--- src/rtl/a4092_pkg.sv ---
// Shared types and constants for the A4092 Zorro III slave front end.
package a4092_pkg;

  typedef enum logic [2:0] {
    IDLE   = 3'd0,
    DECODE = 3'd1,
    ACTIVE = 3'd2,
    DONE   = 3'd3,
    MISS   = 3'd4
  } z3_state_e;

  localparam logic [7:0] AUTOCFG_BASE = 8'hFF;

  localparam int N_REGION  = 3;
  localparam int ROM       = 0;
  localparam int SCSI      = 1;
  localparam int ACFG      = 2;
  // addr_q holds A[31:8], so A23 (the 8 MB split) sits at bit 15
  localparam int SPLIT_BIT = 15;

  function automatic logic sel_dtack(input logic [N_REGION-1:0] region,
                                     input logic [N_REGION-1:0] dtacks);
    return |(region & dtacks);
  endfunction

endpackage

--- src/rtl/z3_addr_match.sv ---
// Combinational region hit vector for a latched Zorro III address.
module z3_addr_match #(
  parameter logic [7:0] AUTOCFG_BASE = a4092_pkg::AUTOCFG_BASE
) (
  input  logic [23:0] addr_q,
  input  logic [7:0]  base_addr,
  input  logic        configured,
  input  logic        shutup,
  output logic [2:0]  hit_s
);
  import a4092_pkg::*;

  logic base_match_s;

  // One-hot by construction: configured selects autoconfig vs base, SPLIT_BIT selects ROM vs SCSI
  always_comb begin
    hit_s        = 3'b000;
    base_match_s = 1'b0;
    if (!shutup) begin
      base_match_s = configured && (addr_q[23:16] == base_addr);
      hit_s[ACFG]  = !configured && (addr_q[23:16] == AUTOCFG_BASE);
      hit_s[ROM]   = base_match_s && !addr_q[SPLIT_BIT];
      hit_s[SCSI]  = base_match_s && addr_q[SPLIT_BIT];
    end else begin
      hit_s        = 3'b000;
    end
  end

endmodule

--- src/rtl/z3_slave_decode.sv ---
// Zorro III slave-cycle front end: address latch, region decode, dtack merge with timeout.
module z3_slave_decode #(
  parameter int          TIMEOUT_CYCLES = 64,
  parameter int          TMO_W          = 7,
  parameter logic [7:0]  AUTOCFG_BASE   = a4092_pkg::AUTOCFG_BASE
) (
  input  logic        CLK,
  input  logic        RESET_n,
  input  logic        FCS_n,
  input  logic [23:0] ADDR,
  input  logic        READ,
  input  logic        configured,
  input  logic [7:0]  base_addr,
  input  logic        shutup,
  input  logic        rom_dtack,
  input  logic        scsi_dtack,
  input  logic        autocfg_dtack,
  output logic        rom_region,
  output logic        scsi_region,
  output logic        autocfg_region,
  output logic        slave_cycle,
  output logic        read_q,
  output logic        bus_dtack,
  output logic        timeout
);
  import a4092_pkg::*;

  z3_state_e            state_r, state_nx;
  logic [23:0]          addr_r, addr_nx;
  logic                 read_lat_r, read_lat_nx;
  logic                 read_q_r, read_q_nx;
  logic [N_REGION-1:0]  region_r, region_nx;
  logic                 slave_r, slave_nx;
  logic                 dtack_r, dtack_nx;
  logic                 tmo_r, tmo_nx;
  logic [TMO_W-1:0]     cnt_r, cnt_nx;
  logic [N_REGION-1:0]  hit_s;
  logic [N_REGION-1:0]  dtack_vec_s;

  assign dtack_vec_s = {autocfg_dtack, scsi_dtack, rom_dtack};

  z3_addr_match #(.AUTOCFG_BASE(AUTOCFG_BASE)) u_match (
    .addr_q     (addr_r),
    .base_addr  (base_addr),
    .configured (configured),
    .shutup     (shutup),
    .hit_s      (hit_s)
  );

  // Next-state and next-output logic; every exit to IDLE drops all bus-visible outputs
  always_comb begin
    state_nx    = state_r;
    addr_nx     = addr_r;
    read_lat_nx = read_lat_r;
    read_q_nx   = read_q_r;
    region_nx   = region_r;
    slave_nx    = slave_r;
    dtack_nx    = dtack_r;
    tmo_nx      = 1'b0;
    cnt_nx      = cnt_r;
    case (state_r)
      IDLE: begin
        if (!FCS_n) begin
          addr_nx     = ADDR;
          read_lat_nx = READ;
          state_nx    = DECODE;
        end else begin
          state_nx    = IDLE;
        end
      end
      DECODE: begin
        if (FCS_n) begin
          state_nx = IDLE;
        end else if (|hit_s) begin
          region_nx = hit_s;
          slave_nx  = 1'b1;
          read_q_nx = read_lat_r;
          cnt_nx    = '0;
          state_nx  = ACTIVE;
        end else begin
          state_nx  = MISS;
        end
      end
      ACTIVE: begin
        if (FCS_n) begin
          region_nx = '0;
          slave_nx  = 1'b0;
          read_q_nx = 1'b0;
          state_nx  = IDLE;
        end else if (sel_dtack(region_r, dtack_vec_s)) begin
          dtack_nx  = 1'b1;
          state_nx  = DONE;
        end else if (cnt_r == TMO_W'(TIMEOUT_CYCLES - 1)) begin
          dtack_nx  = 1'b1;
          tmo_nx    = 1'b1;
          state_nx  = DONE;
        end else begin
          cnt_nx    = cnt_r + TMO_W'(1);
        end
      end
      DONE: begin
        if (FCS_n) begin
          region_nx = '0;
          slave_nx  = 1'b0;
          read_q_nx = 1'b0;
          dtack_nx  = 1'b0;
          state_nx  = IDLE;
        end else begin
          state_nx  = DONE;
        end
      end
      MISS: begin
        if (FCS_n) begin
          state_nx = IDLE;
        end else begin
          state_nx = MISS;
        end
      end
      default: begin
        region_nx = '0;
        slave_nx  = 1'b0;
        read_q_nx = 1'b0;
        dtack_nx  = 1'b0;
        cnt_nx    = '0;
        state_nx  = IDLE;
      end
    endcase
  end

  // State, latches, counter and registered outputs
  always_ff @(posedge CLK or negedge RESET_n) begin
    if (!RESET_n) begin
      state_r    <= IDLE;
      addr_r     <= 24'h000000;
      read_lat_r <= 1'b0;
      read_q_r   <= 1'b0;
      region_r   <= '0;
      slave_r    <= 1'b0;
      dtack_r    <= 1'b0;
      tmo_r      <= 1'b0;
      cnt_r      <= '0;
    end else begin
      state_r    <= state_nx;
      addr_r     <= addr_nx;
      read_lat_r <= read_lat_nx;
      read_q_r   <= read_q_nx;
      region_r   <= region_nx;
      slave_r    <= slave_nx;
      dtack_r    <= dtack_nx;
      tmo_r      <= tmo_nx;
      cnt_r      <= cnt_nx;
    end
  end

  assign rom_region     = region_r[ROM];
  assign scsi_region    = region_r[SCSI];
  assign autocfg_region = region_r[ACFG];
  assign slave_cycle    = slave_r;
  assign read_q         = read_q_r;
  assign bus_dtack      = dtack_r;
  assign timeout        = tmo_r;

endmodule

--- config.mk ---
export PLATFORM = sky130hd
export DESIGN_NAME = z3_slave_decode
export DESIGN_NICKNAME = d
export VERILOG_FILES = /design/src/rtl/a4092_pkg.sv /design/src/rtl/z3_addr_match.sv /design/src/rtl/z3_slave_decode.sv
export SDC_FILE = /design/constraint.sdc
export NUM_CORES = 1
export LEC_CHECK = 0
export BUFFER_PORTS_ARGS = -buffer_cell sky130_fd_sc_hd__buf_2
export CORE_ASPECT_RATIO = 1.5
export CORE_MARGIN = 10
export CORE_UTILIZATION = 35
export DETAILED_ROUTE_END_ITERATION = 10
export GPL_ROUTABILITY_DRIVEN = 0
export SLEW_MARGIN = 20
export SYNTH_ARGS = -nofsm -noshare
export SYNTH_HDL_FRONTEND = slang
export SYNTH_SLANG_ARGS = --single-unit
--- constraint.sdc ---
create_clock -name CLK -period 2 [get_ports CLK]
set_clock_uncertainty 0.15 [all_clocks]
set_input_delay 0.2 -clock CLK [delete_from_list [all_inputs] [get_ports CLK]]
set_output_delay 0.2 -clock CLK [all_outputs]
set_load 0.03 [all_outputs]
# After elaboration in Yosys (flattened, before gate mapping)
# Cells that the tools add are included.
# totals
output_inout_bits	7
regBits	42
mem_bits_rw	0
latch_bits	0
elab_cells	83
memories	0
romBits	0
# op_classes
eq_ne	16
n_mul	0
n_lt_le_gt_ge	0
bitwise	5
n_shift	0
div	0
mux	35
n_addsub	1
n_reduce_logical	17
# ops
cell	count
$mux W7	5
$mux W3	10
$pmux W7 S3	1
$pmux W3 S5	1
$mux W1	13
$ne A2 B2 Y1 const B	6
$reduce_or A3 Y1	4
$pmux W1 S3	3
$pmux W3 S3	1
$eq A8 B8 Y1	1
$eq A8 B8 Y1 const B	1
$reduce_and A4 Y1	2
$add A7 B1 Y7 const B	1
$eq A7 B6 Y1 const B	1
$eq A3 B2 Y1 const B	2
$reduce_and A6 Y1	1
$logic_and A1 B1 Y1	4
$ne A4 B4 Y1 const B	1
$not A1 Y1	4
$reduce_or A2 Y1	2
$and A3 B3 Y3	1
$eq A3 B1 Y1 const B	1
$eq A3 B3 Y1 const B	1
$logic_not A3 Y1	1
5 further kinds	6

# Depth between registers and ports, before layout
# depth
ltp_word	8
mapped_depth	6
ltp_nobuf	6

# Hierarchy
# A second synthesis with hierarchy kept.
# hier_totals
cells_unflattened	152
hier_area_um2	1949.4
# by_module_without_submodules
mod	instances	area_each_um2	cells_each
z3_slave_decode	1	1809.2	133
z3_addr_match	1	140.1	19

# Worst setup path before layout
# No wires, ideal clock.
# synth_path
path_type	register -> register
startpoint	reg region_r[0]
endpoint	reg cnt_r[5]
arrival_time_ns	1.622
n_path_buf	0
slack_ns	0.158
stages_incl_launch_ff	5
required_ns	1.781
path_cell_list	dfrtp_1 > a222oi_1 > nand3_2 > or4_1 > nand3_1
# synth_between
elab_chain_cells	4
# synth_rtl
element	line_no	source
start, declared	z3_slave_decode.sv:32	logic [N_REGION-1:0] region_r, region_nx;
start signal, assigned	z3_slave_decode.sv:147	region_r <= region_nx;
$and A3 B3 Y3	a4092_pkg.sv:23	return |(region & dtacks);
$reduce_or A3 Y1	a4092_pkg.sv:23	
$ne A2 B2 Y1 (no line)	--	
$reduce_and A6 Y1 (no line)	--	
end signal, assigned	z3_slave_decode.sv:151	cnt_r <= cnt_nx;
end, declared	z3_slave_decode.sv:36	logic [TMO_W-1:0] cnt_r, cnt_nx;
# Every way passes these cells.
# A chain may end at the register's enable or synchronous reset.

# Worst setup path in the final report
# layout_path
startpoint	reg addr_r[21]
endpoint	reg read_q_r, in the netlist read_q
# layout_between
elab_chain_cells	7
word_cells_on_any_way	10
# layout_rtl
element	line_no	source
start, declared	z3_slave_decode.sv:29	logic [23:0] addr_r, addr_nx;
start signal, assigned	z3_slave_decode.sv:144	addr_r <= addr_nx;
$eq A8 B8 Y1	z3_addr_match.sv:20	base_match_s = configured && (addr_q[23:16] == base_addr);
$logic_and A1 B1 Y1	z3_addr_match.sv:20	
$logic_and A1 B1 Y1, on equally long branches	z3_addr_match.sv:22, z3_addr_match.sv:23	
$mux W3 (*)	z3_addr_match.sv:19	if (!shutup) begin
$reduce_or A3 Y1 (*)	z3_slave_decode.sv:74	end else if (|hit_s) begin
$ne A2 B2 Y1 (no line) (*)	--	
$reduce_and A4 Y1 (no line) (*)	--	
end signal, assigned	z3_slave_decode.sv:146	read_q_r <= read_q_nx;
end, declared	z3_slave_decode.sv:31	logic read_q_r, read_q_nx;
# Mark *: on every way between the ends. The rest lies on a longest branch, timed or not.

==> flow_metrics.tcl <==
set metrics [dict create \
    status "finished clean" \
    cts_tree "done" \
    diodes 0 \
    dr_total_vias 1212 \
    clk_latency_ns 0.28 \
    async_reset_ff_frac 1.000 \
    holdPathEnd "addr_r[22]$_DFFE_PN0P_" \
    final_nets 225 \
    fin_area_sq_um 1804 \
    fill_cells 426 \
    yosysWarnings 0 \
    synth-edff-count 0 \
    syn-num-nets 181 \
    hpwl_microns 2786 \
    fin_crit_sh 0.9382 \
    worst_setup_path_start_kind "flip-flop" \
    synth_cells 139 \
    instances_no_fill 227 \
    grt_pass1_wl_microns 5878 \
    path_clk_slew_ns 0.09 \
    ios 48 \
    maxSlewHeadroom 0.5924 \
    ys_top_cells_by_area "dfrtp_1 (47%), xor2_1 (4.8%), mux2_2 (4.7%), o21ai_0 (2.8%), nand2_1 (2.6%)" \
    numCtsBuffers 3 \
    final_util 0.4518 \
    die_h_microns 98.87 \
    setup_viol 0 \
    synth_ff_type "dfrtp_1" \
    placed_area_sq_um 1669 \
    period_needed_ns 1.876 \
    syn_to_final_growth_pct 24.31 \
    rsz0062_at_grt "no" \
    ir_drop_v 0.0005511 \
    antenna_left 0 \
    seqCellArea_sq_um 675.6 \
    place_inst 215 \
    drtIter0Drc 21 \
    drive_gt1_frac 0.3022 \
    drc 0 \
    cts.sinks 27 \
    clock.fmax_ghz 0.5329 \
    multiInputGateArea_sq_um 744.5 \
    worst_pin_slew_ns 0.6115 \
    path_class "flip-flop to flip-flop" \
    power_density_nw_per_um2 736.2 \
    antenna_found_initial 0 \
    viasPerCell 5.339 \
    netlist_top_cells_count "dfrtp_1 (27), nand2_1 (10), nor2_1 (10)" \
    r2r-start "addr_r[21]$_DFFE_PN0P_" \
    syn_area_per_cell_sq_um 10.44 \
    leakage_nw 0.8178 \
    track_usage 0.09878 \
    crit_required_ns 2.03 \
    hold_start "ADDR[22]" \
    reg2reg_slack_ns 0.12 \
    first_pass_iters 4 \
    crit_start "addr_r[21]$_DFFE_PN0P_" \
    reg2reg_depth 5 \
    start_util 0.3634 \
    maxSlewViolCount 0 \
    num_rows 28 \
    pre_cts_slack_ns 0.07236 \
    syn_area_sq_um 1451 \
    die_area_sq_um 7176 \
    tns_ns 0 \
    io_buffers 32 \
    root_buffer "clkbuf_8" \
    hold_path_class "input port to flip-flop" \
    cp_max_fo 5 \
    crit_arrival_ns 1.90 \
    dieWidth_microns 72.58 \
    synth.distinct_cells 42 \
    wl_microns 3502 \
    cap_violations 0 \
    synth_top_area_share 0.4655 \
    power.total_mw 1.328 \
    synth_most_common_cell "dfrtp_1" \
    whs_ns 0.0005213 \
    core_area_sq_um 3994 \
    r2r-end "read_q$_DFFE_PN0P_" \
    overflow 0 \
    synth_area_leader_cell "dfrtp_1" \
    grt_max_degree 28 \
    holdPathStages 2 \
    setup_ws_ns 0.1236 \
    final-hold-violation-count 0 \
    clock_path_buffers 2 \
    first_global_vias 1326 \
    synth-seq-area-share 0.4655 \
    wl_per_cell_microns 15.43 \
    ys_ff_latch 27 \
    htree_levels 1 \
    post_cts_buffers 0 \
    end_kind "flip-flop" \
]
[registers in the layout, summed over array words and instances (netlist names)]
| register | flops |
|---|---|
| timeout | 1 |
| bus_dtack | 1 |
| read_q | 1 |
| slave_cycle | 1 |
| region_r | 3 |
| cnt_r | 7 |
| state_r | 3 |
| read_lat_r | 1 |
| addr_r | 9 |
[final cells by class]
cell class                 count  share of cell area
inverter                       3            0.006241
clock inverter                 1            0.002774
sequential                    27              0.3745
clock buffer                   3             0.02288
multi-input combinational    104              0.4126
timing repair buffer          44              0.1498
tap                           45             0.03121
[cell usage in the layout, fill, tap and decap left out, types with 4 or more instances in the layout]
cell | netlist | final
buf_2 | 2 | 32
o21ai_0 | 8 | 8
nand2_1 | 10 | 10
dfrtp_1 | 27 | 27
dlygate4sd3_1 | 0 | 8
mux2_2 | 6 | 6
buf_4 | 1 | 4
nor2_1 | 10 | 10
nor3_1 | 5 | 5
nand3_1 | 4 | 4
xor2_1 | 8 | 8
nor2b_1 | 5 | 5
[metal layers]
layer  vias to the layer above  global-route usage  wire length (microns)
met4                         0             0.03959                     57
met2                        29              0.1760                   1833
met5                         -                   0                      0
met1                       572             0.09917                   1376
li1                        603                   -                      -
met3                         8             0.03614                    235
[timing repair]
| action | CTS | global route |
|---|---|---|
| setup endpoints to repair | 0 | 4 |
| hold buffers | 8 | 0 |
| hold endpoints to repair | 34 | 0 |
| gates resized for setup | 0 | 1 |
[worst max path at each step]
stage                                   end  slack (ns)  cells after the start
floorplan              cnt_r[5]$_DFFE_PN0P_        0.16                      4
global placement         read_q$_DFFE_PN0P_        0.13                      5
detailed placement  region_r[0]$_DFFE_PN0P_        0.07                      5
CTS                 region_r[0]$_DFFE_PN0P_        0.06                      5
global route        region_r[1]$_DFFE_PN0P_      0.0004                      5
finish                   read_q$_DFFE_PN0P_        0.12                      5
[power by group]
group	switching [mW]	total [mW]	internal, mW
Sequential	0.0940	0.723	0.629
Clock	0.177	0.317	0.140
Combinational	0.141	0.288	0.147
[logic make-up (layout without fill, tap and decap cells)]
| family | after synthesis | count (layout) | share of synthesized area |
|---|---|---|---|
| AND/OR/NAND/NOR | 52 | 52 | 0.2026 |
| AO/OA/AOI/OAI | 34 | 34 | 0.1733 |
| flip-flops | 27 | 27 | 0.4655 |
| multiplexers | 9 | 9 | 0.06982 |
| XOR/XNOR | 8 | 8 | 0.04828 |
| buffers and inverters | 8 | 51 | 0.03189 |
| adder cells (fa/ha/maj) | 1 | 1 | 0.008619 |
[critical path, stage by stage (launching register included)]
cell     delay [ns]
dfrtp_1        0.41
xor2_1         0.17
nor4_2         0.38
a31o_2         0.26
a31oi_4        0.12
a22o_1         0.27
Note: power is estimated with default switching activity, not from simulation.
